**src/rtl/spram_arbiter.sv**
```systemverilog
// Clear sequencer and round-robin two-requester arbiter in front of a single-port RAM
// with registered read; all RAM-side controls are registered.
module spram_arbiter #(
    parameter int DWIDTH = 8,
    parameter int AWIDTH = 8,
    parameter int DEPTH  = 256
) (
    input  logic              clk,
    input  logic              rst_n,
    input  logic              init_start,
    output logic              init_done,
    input  logic              a_req,
    input  logic              a_we,
    input  logic [AWIDTH-1:0] a_addr,
    input  logic [DWIDTH-1:0] a_wdata,
    output logic              a_gnt,
    output logic              a_rvalid,
    output logic [DWIDTH-1:0] a_rdata,
    input  logic              b_req,
    input  logic              b_we,
    input  logic [AWIDTH-1:0] b_addr,
    input  logic [DWIDTH-1:0] b_wdata,
    output logic              b_gnt,
    output logic              b_rvalid,
    output logic [DWIDTH-1:0] b_rdata,
    output logic              ram_wr_en,
    output logic [AWIDTH-1:0] ram_addr,
    output logic [DWIDTH-1:0] ram_wr_data,
    input  logic [DWIDTH-1:0] ram_rd_data
);

    typedef enum logic {
        INIT,
        RUN
    } state_t;

    state_t            state;
    state_t            state_next;
    logic [AWIDTH:0]   cnt;
    logic [AWIDTH:0]   cnt_next;
    logic              prio;
    logic              prio_next;
    logic              wr_en_next;
    logic [AWIDTH-1:0] addr_next;
    logic [DWIDTH-1:0] wdata_next;
    logic [1:0]        tag_rd;
    logic [1:0]        tag_b;

    always_ff @(posedge clk or negedge rst_n) begin
        if (!rst_n) begin
            state       <= INIT;
            cnt         <= '0;
            prio        <= 1'b0;
            ram_wr_en   <= 1'b0;
            ram_addr    <= '0;
            ram_wr_data <= '0;
        end else begin
            state       <= state_next;
            cnt         <= cnt_next;
            prio        <= prio_next;
            ram_wr_en   <= wr_en_next;
            ram_addr    <= addr_next;
            ram_wr_data <= wdata_next;
        end
    end

    // prio = 0 favours A, 1 favours B; the winner always drops to lowest priority.
    always_comb begin
        state_next = state;
        cnt_next   = cnt;
        prio_next  = prio;
        a_gnt      = 1'b0;
        b_gnt      = 1'b0;
        wr_en_next = 1'b0;
        addr_next  = ram_addr;
        wdata_next = ram_wr_data;
        case (state)
            INIT: begin
                wr_en_next = 1'b1;
                addr_next  = cnt[AWIDTH-1:0];
                wdata_next = '0;
                cnt_next   = cnt + 1'b1;
                if (cnt == (AWIDTH+1)'(DEPTH - 1)) begin
                    state_next = RUN;
                end
            end
            RUN: begin
                if (init_start) begin
                    state_next = INIT;
                    cnt_next   = '0;
                end else if (a_req && (!b_req || !prio)) begin
                    a_gnt      = 1'b1;
                    prio_next  = 1'b1;
                    wr_en_next = a_we;
                    addr_next  = a_addr;
                    wdata_next = a_we ? a_wdata : '0;
                end else if (b_req) begin
                    b_gnt      = 1'b1;
                    prio_next  = 1'b0;
                    wr_en_next = b_we;
                    addr_next  = b_addr;
                    wdata_next = b_we ? b_wdata : '0;
                end
            end
            default: begin
                state_next = INIT;
                cnt_next   = '0;
            end
        endcase
    end

    // Tags keep flowing through a re-init so in-flight reads still return.
    always_ff @(posedge clk or negedge rst_n) begin
        if (!rst_n) begin
            tag_rd <= '0;
            tag_b  <= '0;
        end else begin
            tag_rd <= {tag_rd[0], (a_gnt && !a_we) || (b_gnt && !b_we)};
            tag_b  <= {tag_b[0], b_gnt};
        end
    end

    assign init_done = (state == RUN);
    assign a_rvalid  = tag_rd[1] && !tag_b[1];
    assign b_rvalid  = tag_rd[1] && tag_b[1];
    assign a_rdata   = a_rvalid ? ram_rd_data : '0;
    assign b_rdata   = b_rvalid ? ram_rd_data : '0;

endmodule

```
**config.mk**
```make
export PLATFORM = sky130hd
export DESIGN_NAME = spram_arbiter
export DESIGN_NICKNAME = d
export VERILOG_FILES = /design/src/rtl/spram_arbiter.sv
export SDC_FILE = /design/constraint.sdc
export NUM_CORES = 1
export LEC_CHECK = 0
export BUFFER_PORTS_ARGS = -buffer_cell sky130_fd_sc_hd__buf_2
export CORE_ASPECT_RATIO = 1.2
export CORE_MARGIN = 4
export CORE_UTILIZATION = 50
export CTS_BUF_LIST = sky130_fd_sc_hd__clkbuf_4 sky130_fd_sc_hd__clkbuf_8 sky130_fd_sc_hd__clkbuf_16
export CTS_CLUSTER_SIZE = 16
export DETAILED_ROUTE_END_ITERATION = 6
export PLACE_DENSITY = 0.87
export SYNTH_ARGS = -nofsm -noshare
export SYNTH_HDL_FRONTEND = slang
export SYNTH_SLANG_ARGS = --single-unit
```
**constraint.sdc**
```tcl
create_clock -name clk -period 4.3 [get_ports clk]
set_input_delay 0.43 -clock clk [delete_from_list [all_inputs] [get_ports clk]]
set_output_delay 0.43 -clock clk [all_outputs]
set_load 0.1 [all_outputs]
```
==> flow_summary_export.csv, run 1 <==
group,metric,value,unit
run_status,status,"completed",
final_layout,syn2layout_area_growth,25.5,%
global_routing,grt-ovfl-total,0,
die,die_h,73.5,um
clock_network,cts-root-buf,"clkbuf_8",
route,drt_wl_total,4340,um
sta,fin_skew,0.00363,ns
die,fp.dieArea,4590,um^2
logic_synthesis,synth_top_area_share,44.8,%
setup_path,path_max_fanout,28,
pwr,p_per_area,516,nW/um^2
route,initialDrtViolationCount,19,
clock_network,clock_sinks,32,
final_layout,seq_area,801,um^2
sta,fmax,406,MHz
route,dr_total_vias,1614,
clock_network,hold_buffers,0,
placement,gp_congestion,0.800,
logic_synthesis,synth_area_per_cell,10.1,um^2
global_routing,grt_start_max_net_pins,33,
sta,tns,0,ns
sta,finalHoldViolCount,0,
logic_synthesis,syn-num-nets,226,
sta,tightest_slew,0.763,ns
pwr,p_leak,0.00122,uW
setup_path,cp.required,3.87,ns
setup_path,crit_arrival,2.03,ns
placement,io_buffer_count,84,
global_routing,antenna_found_initial,0,
route,final_antenna_net_count,0,
clock_network,cts_tree,"yes",
final_layout,layout-drive-gt1-share,39.6,%
global_routing,grt_pass1_wl,7290,um
logic_synthesis,ys_seq_area_share,44.8,%
clock_network,clock_latency,0.28,ns
clock_network,cts_resized,0,
logic_synthesis,synth_edf_count,0,
route,via_per_inst,5.53,
worst_hold_path,hold_class,"input pin to async pin",
final_layout,multi_input_area,852,um^2
pwr,vdd_drop_max,0.381,mV
die,num_rows,23,
setup_path,critical_path.endpoint_type,"primary output",
logic_synthesis,synth_area_leaders,"dfrtp_1, mux2_4, nand2_1, a221o_1, a22o_1",
final_layout,design_area,2240,um^2
logic_synthesis,synth_top_flop_cell,"dfrtp_1",
global_routing,grt_usage,20.2,%
logic_synthesis,async_flop_share,100,%
placement,post_dp_cell_area,2170,um^2
placement,dp.final_hpwl,3290,um
die,core_area,3400,um^2
route,drc,0,
logic_synthesis,netlist_instances,177,
sta,final-setup-viol-count,0,
setup_path,critPathKind,"flop to primary output",
clock_network,cts_buffers,5,
die,io_pins,85,
final_layout,layout.nets,306,
clock_network,cts_setup_buffers,0,
global_routing,first_global_vias,1579,
logic_synthesis,synth-seq-cells,32,
die,fp.dieW,62.6,um
sta,post-route-min-period,2.46,ns
sta,max-slew-margin-rel,49.1,%
logic_synthesis,syn_area,1790,um^2
logic_synthesis,yosysWarnings,0,
die,start_util,52.6,%
final_layout,num_antenna_cells,0,
setup_path,reg2reg_depth,3,
logic_synthesis,yosysTopAreaCell,"dfrtp_1",
sta,fin_crit_sh,57.3,%
clock_network,htree_levels,2,
final_layout,fillers,292,
sta,rsz0062_at_grt,"false",
clock_network,cts.clk_slew.worst_paths,0.06,ns
setup_path,crit_path_start_kind,"flop",
clock_network,clock_path_buffers,2,
route,drt-pass1-iter-count,6,
run,maxCapViolCount,0,
logic_synthesis,yosysUniqueCellTypes,39,
route,routedWlPerCell,14.9,um
sta,finalMaxSlewViolations,0,
## metrics by stage
step           power, uW  setup WS, ns  std cells  utilization [%]  hold slack [ns]
3_5_place_dp         963          2.12        287             64.0            0.357
2_1_floorplan        857          1.01        177                -            0.134
4_1_cts             1170          1.85        292             66.0            0.219
3_3_place_gp         953          2.14        287             64.0            0.334
5_1_grt             1220          1.66        292             66.0            0.240
6_report            1160          1.84        292             66.0            0.193
## worst max-delay path, stage by stage, from the launching register on
cell and delay [ns]:
dfrtp_1 0.84, and2b_1 0.29, nand2_1 0.07, nor2_1 0.11, buf_2 0.44
## placed cells by master (no fill, tap or decap), types with 4 or more instances in the layout
| master | instances |
|---|---|
| clkbuf_8 | 5 |
| nand2_1 | 20 |
| nor2_1 | 4 |
| mux2_4 | 5 |
| a221o_1 | 7 |
| o32ai_1 | 8 |
| and2_1 | 11 |
| inv_1 | 12 |
| o21ai_0 | 4 |
| nor2b_1 | 8 |
| and3_1 | 8 |
| o22ai_1 | 4 |
| dfrtp_1 | 32 |
| a22o_1 | 8 |
| buf_2 | 84 |
| nand3_1 | 5 |
## state kept, by name (all words and copies together) (netlist names)
signal	count
ram_wr_en	1
prio	1
init_done	1
tag_rd	2
cnt	9
ram_addr	8
ram_wr_data	8
tag_b	2
## logic make-up (layout without fill, tap and decap cells)
logic type | count (synthesis) | count (layout) | share of synthesized area [%]
xor gates and xnor gates | 2 | 2 | 0.981
muxes | 7 | 7 | 5.47
buffers and inverters | 24 | 102 | 7.43
and+or+nand+nor | 65 | 65 | 19.6
DFF | 32 | 32 | 44.8
adders and majority gates | 2 | 2 | 1.40
AOI/OAI and AO/OA | 45 | 45 | 20.3
## where the power goes
group / leakage (uW) / switching [uW] / internal, uW
Sequential: 0.000409 / 69.6 / 378
Combinational: 0.000774 / 374 / 136
Clock: 0.0000359 / 94.8 / 104
## Yosys cell counts, types with 4 or more instances
| cell type | instances |
|---|---|
| inv_1 | 12 |
| nand3_1 | 5 |
| nor2_1 | 4 |
| o21ai_0 | 4 |
| nand2_1 | 20 |
| buf_2 | 4 |
| mux2_4 | 5 |
| and2_1 | 11 |
| a22o_1 | 8 |
| o22ai_1 | 4 |
| nor2b_1 | 8 |
| a221o_1 | 7 |
| o32ai_1 | 8 |
| and3_1 | 8 |
| dfrtp_1 | 32 |
## final timing paths
| kind | slack, ns | start | to |
|---|---|---|---|
| hold / removal | 0.19 | rst_n | ram_addr[6] |
| max in group asynchronous | 3.66 | rst_n | ram_wr_data[0] |
| setup reg to reg | 2.33 | init_done | ram_addr[2] |
| setup / recovery | 1.84 | init_done | b_gnt |
| hold reg to reg | 0.36 | tag_rd[0] | tag_rd[1] |
| min in group clk | 0.36 | tag_rd[0] | tag_rd[1] |
## per-layer routing
| metal | GRT usage [%] | wire [um] | part of all wire (%) | vias to the layer above |
|---|---|---|---|---|
| met1 | 22.5 | 1700 | 39 | 760 |
| met2 | 36.3 | 2330 | 54 | 51 |
| met3 | 7.34 | 264 | 6.1 | 6 |
| met5 | 0 | 0 | 0 | - |
| met4 | 6.37 | 45 | 1.0 | 0 |
| li1 | - | - | - | 797 |
## cell type report
class / instances / area share [%]
clock buffer: 5 / 3.07
inverter: 12 / 2.01
multi-input combinational: 121 / 38.0
sequential: 32 / 35.7
tap: 37 / 2.07
timing repair buffer: 85 / 19.1
Note: power is estimated with default switching activity, not from simulation.
==> run 2: changes to the inputs <==
--- a/config.mk
+++ b/config.mk
@@ -5,14 +5,15 @@
 export SDC_FILE = /design/constraint.sdc
 export NUM_CORES = 1
 export LEC_CHECK = 0
+export ABC_AREA = 1
 export BUFFER_PORTS_ARGS = -buffer_cell sky130_fd_sc_hd__buf_2
 export CORE_ASPECT_RATIO = 1.2
 export CORE_MARGIN = 4
-export CORE_UTILIZATION = 50
+export CORE_UTILIZATION = 46
 export CTS_BUF_LIST = sky130_fd_sc_hd__clkbuf_4 sky130_fd_sc_hd__clkbuf_8 sky130_fd_sc_hd__clkbuf_16
 export CTS_CLUSTER_SIZE = 16
 export DETAILED_ROUTE_END_ITERATION = 6
-export PLACE_DENSITY = 0.87
+export PLACE_DENSITY = 0.81
 export SYNTH_ARGS = -nofsm -noshare
 export SYNTH_HDL_FRONTEND = slang
 export SYNTH_SLANG_ARGS = --single-unit
==> constraint.sdc (replaced) <==
create_clock -name clk -period 2.3 [get_ports clk]
set_input_delay 0.23 -clock clk [delete_from_list [all_inputs] [get_ports clk]]
set_output_delay 0.23 -clock clk [all_outputs]
set_load 0.1 [all_outputs]
==> run 2 against run 1 <==
Compared with the run above: the run now ends with hold timing left; global-route usage increased by 0.064 points; critical endpoint is now a_gnt; sequential cell count unchanged; clock-buffer cell count increased by 2; largest cell class unchanged; clock skew increased by 0.0047 ns; worst setup slack got worse by 1.6 ns; final area increased by 7.0%; core utilization decreased by 1.6 points; final cell count increased by 33%; critical path type unchanged; clock power increased by 120%; worst hold slack got worse by 0.20 ns.
==> flow_summary_export.csv, run 2 <==
group,metric,value,unit
setup_path,path_max_fanout,19,
setup_path,crit_path_start_kind,"flop",
clock_network,cts_setup_buffers,0,
route,drc,0,
sta,fmax,487,MHz
final_layout,instances_no_fill,387,
setup_path,r2r_start,"cnt[0]",
placement,dp.cells,379,
setup_path,crit_cells,6,
final_layout,fin_util,64.4,%
final_layout,syn2layout_area_growth,32.4,%
setup_path,reg2reg_depth,5,
clock_network,clock_latency,0.29,ns
final_layout,fillers,347,
pwr,pwr-share-clk,18.7,%
run,maxCapViolCount,0,
run_status,failed_checks,"hold timing",
logic_synthesis,ys_top_cells_by_count,"nand2_1, dfrtp_1, inv_1",
pwr,power.share.switching,48.8,%
clock_network,hold_buffers,0,
logic_synthesis,synth_area_per_cell,7.22,um^2
sta,layout_setup_ws,0.245,ns
global_routing,antenna_found_initial,0,
setup_path,crit_arrival,1.82,ns
sta,post-route-min-period,2.05,ns
sta,tns,0,ns
logic_synthesis,syn-num-nets,300,
setup_path,worst-path-buf-inv,3,
setup_path,cp_slowest_cell,"buf_2",
route,drt-pass1-iter-count,4,
sta,rsz0062_at_grt,"false",
global_routing,grt_start_max_net_pins,33,
global_routing,first_global_vias,1808,
logic_synthesis,async_flop_share,100,%
sta,finalHoldViolCount,9,
global_routing,grt_pass1_wl,8080,um
die,fp.dieW,65.3,um
pwr,vdd_drop_max,0.707,mV
logic_synthesis,yosysWarnings,0,
clock_network,clock_path_buffers,2,
final_layout,largest_reg_flops,9,
setup_path,cp.required,2.07,ns
run_status,status,"complete, but fails checks",
pwr,p_switching,1130,uW
logic_synthesis,synth_edf_count,0,
final_layout,layout-drive-gt1-share,34.0,%
global_routing,grt-ovfl-total,0,
sta,max-slew-margin-rel,52.1,%
final_layout,reg_top3,"cnt x9, ram_addr x8, ram_wr_data x8",
clock_network,htree_levels,2,
setup_path,max_stage_delay,0.41,ns
logic_synthesis,yosysTopAreaCell,"dfrtp_1",
die,start_util,48.7,%
logic_synthesis,syn_area,1810,um^2
logic_synthesis,yosysMostFrequentCell,"nand2_1",
sta,hold-worst-slack,-0.00424,ns
pwr,power_frac_comb,45.1,%
final_layout,final_cell_mix,"nand2_1, buf_2, dfrtp_1",
setup_path,crit_end,"a_gnt",
route,via_per_inst,4.83,
setup_path,ff2ff_setup_slack,0.69,ns
route,final_antenna_net_count,0,
clock_network,clock_sinks,32,
sta,tightest_slew,0.719,ns
pwr,p_seq_share,36.2,%
route,routedWlPerCell,12.2,um
die,fp.dieArea,5010,um^2
sta,fin_crit_sh,89.3,%
route,dr_total_vias,1870,
global_routing,grt_usage,20.3,%
logic_synthesis,synth-seq-cells,32,
setup_path,critPathKind,"flop to primary output",
route,initialDrtViolationCount,119,
final_layout,layout.nets,383,
final_layout,final_common_cell,"nand2_1",
clock_network,cts_buffers,5,
clock_network,cts_resized,0,
placement,dp.final_hpwl,3710,um
placement,io_buffer_count,84,
pwr,p_leak,0.00142,uW
die,num_rows,24,
clock_network,cts_tree,"yes",
sta,finalMaxSlewViolations,0,
logic_synthesis,netlist_instances,251,
sta,fin_skew,0.00830,ns
logic_synthesis,yosysUniqueCellTypes,26,
final_layout,largest_register,"cnt",
placement,gp_congestion,0.944,
logic_synthesis,synth_area_leaders,"dfrtp_1, nand2_1, nand3_1, inv_1, nor2_1",
clock_network,cts.clk_slew.worst_paths,0.07,ns
setup_path,r2r_end,"cnt[8]",
clock_network,cts-root-buf,"clkbuf_8",
pwr,p_per_area,963,nW/um^2
setup_path,path_cells,"nand2_2, nand2_4, inv_2, nand2_1, inv_1, buf_2",
logic_synthesis,ys_seq_area_share,44.2,%
logic_synthesis,synth_top_area_share,44.2,%
pwr,power.internal,1180,uW
placement,place_ws,0.542,ns
sta,final-setup-viol-count,0,
setup_path,critical_path.endpoint_type,"primary output",
setup_path,cp-startpoint,"prio",
route,drt_wl_total,4730,um
die,io_pins,85,
worst_hold_path,hold_class,"input pin to async pin",
final_layout,num_antenna_cells,0,
logic_synthesis,synth_top_flop_cell,"dfrtp_1",
die,die_h,76.7,um
setup_path,crit_family,"buffers and inverters",
die,core_area,3720,um^2
run 2: through the flow:
step / area (um^2) / total power (uW)
CTS: 2400 / 2320
global route: 2400 / 2460
global placement: 2310 / 1870
floorplan: 1890 / 1670
finish: 2400 / 2310
detailed placement: 2310 / 1890
run 2: area by class of cell:
class,instances,area [um^2],share of cell area [%]
flip-flops and latches,32,802,33.4
multi-input cells,180,906,37.8
well taps,52,65.1,2.71
repair buffers,84,420,17.5
clock buffers,7,83.8,3.50
clock inverters,1,5.00,0.209
inverters,31,116,4.85
run 2: cell families after synthesis:
family / share of synthesized area, %
simple gates: 40.3
buf+inv: 9.94
flops: 44.2
compound gates: 4.21
fa+ha+maj: 1.38
run 2: power by group through the flow:
stage	clock, uW	sequential (uW)	combinational (uW)
floorplan	0	1330	339
global placement	0	841	1030
detailed placement	0	842	1040
CTS	443	833	1050
global route	475	859	1120
finish	432	835	1040
run 2: how the worst min path moves through the flow:
| stage | to | slack, ns | depth (start not counted) |
|---|---|---|---|
| 6_report | ram_wr_data[0] | -0.004 | 1 |
| 5_1_grt | ram_wr_data[5] | 0.04 | 1 |
| 4_1_cts | ram_addr[4] | 0.01 | 1 |
| 3_5_place_dp | ram_wr_data[0] | 0.32 | 1 |
| 3_3_place_gp | ram_wr_data[6] | 0.32 | 1 |
| 2_1_floorplan | cnt[0] | -0.07 | 0 |
run 2: layer usage:
metal	track usage, %	vias to the layer above	part of all wire [%]
li1	-	945	-
met4	7.47	0	1.6
met5	0	-	0
met2	32.9	77	48
met3	5.85	9	8.4
met1	25.3	839	42
==> run 3: changes to the inputs <==
--- a/config.mk
+++ b/config.mk
@@ -9,11 +9,13 @@
 export BUFFER_PORTS_ARGS = -buffer_cell sky130_fd_sc_hd__buf_2
 export CORE_ASPECT_RATIO = 1.2
 export CORE_MARGIN = 4
-export CORE_UTILIZATION = 46
-export CTS_BUF_LIST = sky130_fd_sc_hd__clkbuf_4 sky130_fd_sc_hd__clkbuf_8 sky130_fd_sc_hd__clkbuf_16
+export CORE_UTILIZATION = 48
+export CTS_BUF_LIST = sky130_fd_sc_hd__clkbuf_8
+export CTS_CLUSTER_DIAMETER = 40
 export CTS_CLUSTER_SIZE = 16
 export DETAILED_ROUTE_END_ITERATION = 6
-export PLACE_DENSITY = 0.81
+export PLACE_DENSITY = 0.84
+export REMOVE_ABC_BUFFERS = 1
 export SYNTH_ARGS = -nofsm -noshare
 export SYNTH_HDL_FRONTEND = slang
 export SYNTH_SLANG_ARGS = --single-unit
==> run 3 against run 2 <==
Compared with the run above: the run still ends with hold timing left; worst hold slack worse by 0.0035 ns; final area fell by 2.9%; global-route usage is 1.9 points higher; die area fell by 3.7%; sequential power fell by 0.5%; routed wire length rose by 4.1%; first-iteration DRC count is 27% lower; fmax down 1.5%; critical path type unchanged; largest cell class unchanged.
==> flow_summary_export.csv, run 3 (synthesis results as in run 2) <==
group,metric,value,unit
run_status,status,"complete, but fails checks",
run_status,failed_checks,"hold timing",
setup_path,r2r_start,"cnt[0]",
placement,io_buffer_count,84,
die,die_h,75.3,um
pwr,p_leak,0.00142,uW
final_layout,num_antenna_cells,0,
global_routing,grt-ovfl-total,0,
placement,gp_congestion,0.806,
clock_network,clock_path_buffers,2,
clock_network,cts_tree,"yes",
die,core_area,3630,um^2
route,drt-pass1-iter-count,4,
sta,finalMaxSlewViolations,0,
final_layout,largest_register,"cnt",
clock_network,clock_latency,0.28,ns
setup_path,reg2reg_depth,5,
setup_path,max_stage_delay,0.41,ns
clock_network,htree_levels,2,
die,fp.dieArea,4830,um^2
sta,fin_crit_sh,90.7,%
global_routing,antenna_found_initial,0,
route,dr_total_vias,1872,
placement,dp.final_hpwl,3750,um
clock_network,cts-root-buf,"clkbuf_8",
final_layout,final_cell_mix,"nand2_1, buf_2, dfrtp_1",
pwr,vdd_drop_max,0.714,mV
setup_path,cp_slowest_cell,"buf_2",
route,routedWlPerCell,12.7,um
clock_network,clock_sinks,32,
global_routing,grt_pass1_wl,8360,um
die,fp.dieW,64.1,um
route,drt_wl_total,4920,um
sta,hold-worst-slack,-0.00779,ns
setup_path,cp.required,2.07,ns
sta,fmax,479,MHz
sta,fin_skew,0.00599,ns
sta,layout_setup_ws,0.214,ns
pwr,p_per_area,1010,nW/um^2
setup_path,path_max_fanout,19,
die,start_util,49.9,%
clock_network,hold_buffers,0,
setup_path,cp-startpoint,"prio",
setup_path,crit_path_start_kind,"flop",
placement,place_ws,0.513,ns
route,initialDrtViolationCount,87,
final_layout,reg_top3,"cnt x9, ram_addr x8, ram_wr_data x8",
run,maxCapViolCount,0,
sta,tightest_slew,0.708,ns
final_layout,layout.nets,383,
sta,finalHoldViolCount,13,
setup_path,crit_arrival,1.86,ns
clock_network,cts_buffers,5,
route,drc,0,
route,via_per_inst,4.85,
sta,rsz0062_at_grt,"false",
final_layout,final_common_cell,"nand2_1",
setup_path,critPathKind,"flop to primary output",
final_layout,fin_util,64.1,%
setup_path,ff2ff_setup_slack,0.78,ns
sta,max-slew-margin-rel,52.8,%
die,num_rows,24,
setup_path,path_cells,"nand2_2, nand2_4, inv_2, nand2_1, inv_1, buf_2",
setup_path,critical_path.endpoint_type,"primary output",
global_routing,grt_start_max_net_pins,33,
route,final_antenna_net_count,0,
clock_network,cts_resized,0,
final_layout,layout-drive-gt1-share,30.5,%
worst_hold_path,hold_class,"input pin to async pin",
sta,final-setup-viol-count,0,
global_routing,first_global_vias,1954,
global_routing,grt_usage,22.2,%
clock_network,cts_setup_buffers,0,
final_layout,largest_reg_flops,9,
die,io_pins,85,
clock_network,cts.clk_slew.worst_paths,0.07,ns
sta,post-route-min-period,2.09,ns
final_layout,syn2layout_area_growth,28.6,%
## run 3: cell count changes in the layout (fill, tap and decap cells not counted)
cell	delta
nor2_1	+10
nor2_4	-10
clkbuf_4	-2
clkbuf_8	+2
clkinv_2	-1
dfrtp_1	+1
dfrtp_2	-1
## run 3: worst paths after layout
check / to
setup / recovery: a_gnt
hold / removal: ram_wr_data[2]
setup reg to reg: cnt[8]
hold reg to reg: tag_rd[1]
max in group asynchronous: tag_b[0]
min in group clk: tag_b[0]
## run 3: power by group
part / switching [uW] / internal, uW / total [uW]
Sequential: 115 / 715 / 831
Combinational: 823 / 234 / 1060
Clock: 200 / 266 / 466
## run 3: area by class of cell
type | count | area (um^2)
Clock buffer | 7 | 96.3
Sequential cell | 32 | 801
Inverter | 31 | 116
Timing Repair Buffer | 84 | 420
Fill cell | 336 | 1300
Multi-Input combinational cell | 180 | 831
Tap cell | 52 | 65.1
## run 3: critical path: cells and delay by family (launching register included)
kind / cells / cell delay, ns
flip-flops: 1 / 0.38
AND/OR/NAND/NOR: 3 / 0.52
buffers and inverters: 3 / 0.68
## run 3: per-layer routing
metal	vias to the layer above	track usage, %	share of wire [%]
met4	0	7.43	1.2
met3	10	7.08	10
met2	91	40.6	50
li1	945	-	-
met1	826	24.5	38
met5	-	0	0
## run 3: metrics by stage
step	total power (uW)	cells	cell area (um^2)	setup TNS (ns)
finish	2350	386	2330	0
CTS	2360	386	2330	0
global route	2480	386	2330	0
floorplan	1650	243	1750	-12.51
global placement	1870	379	2230	0
detailed placement	1890	379	2230	0
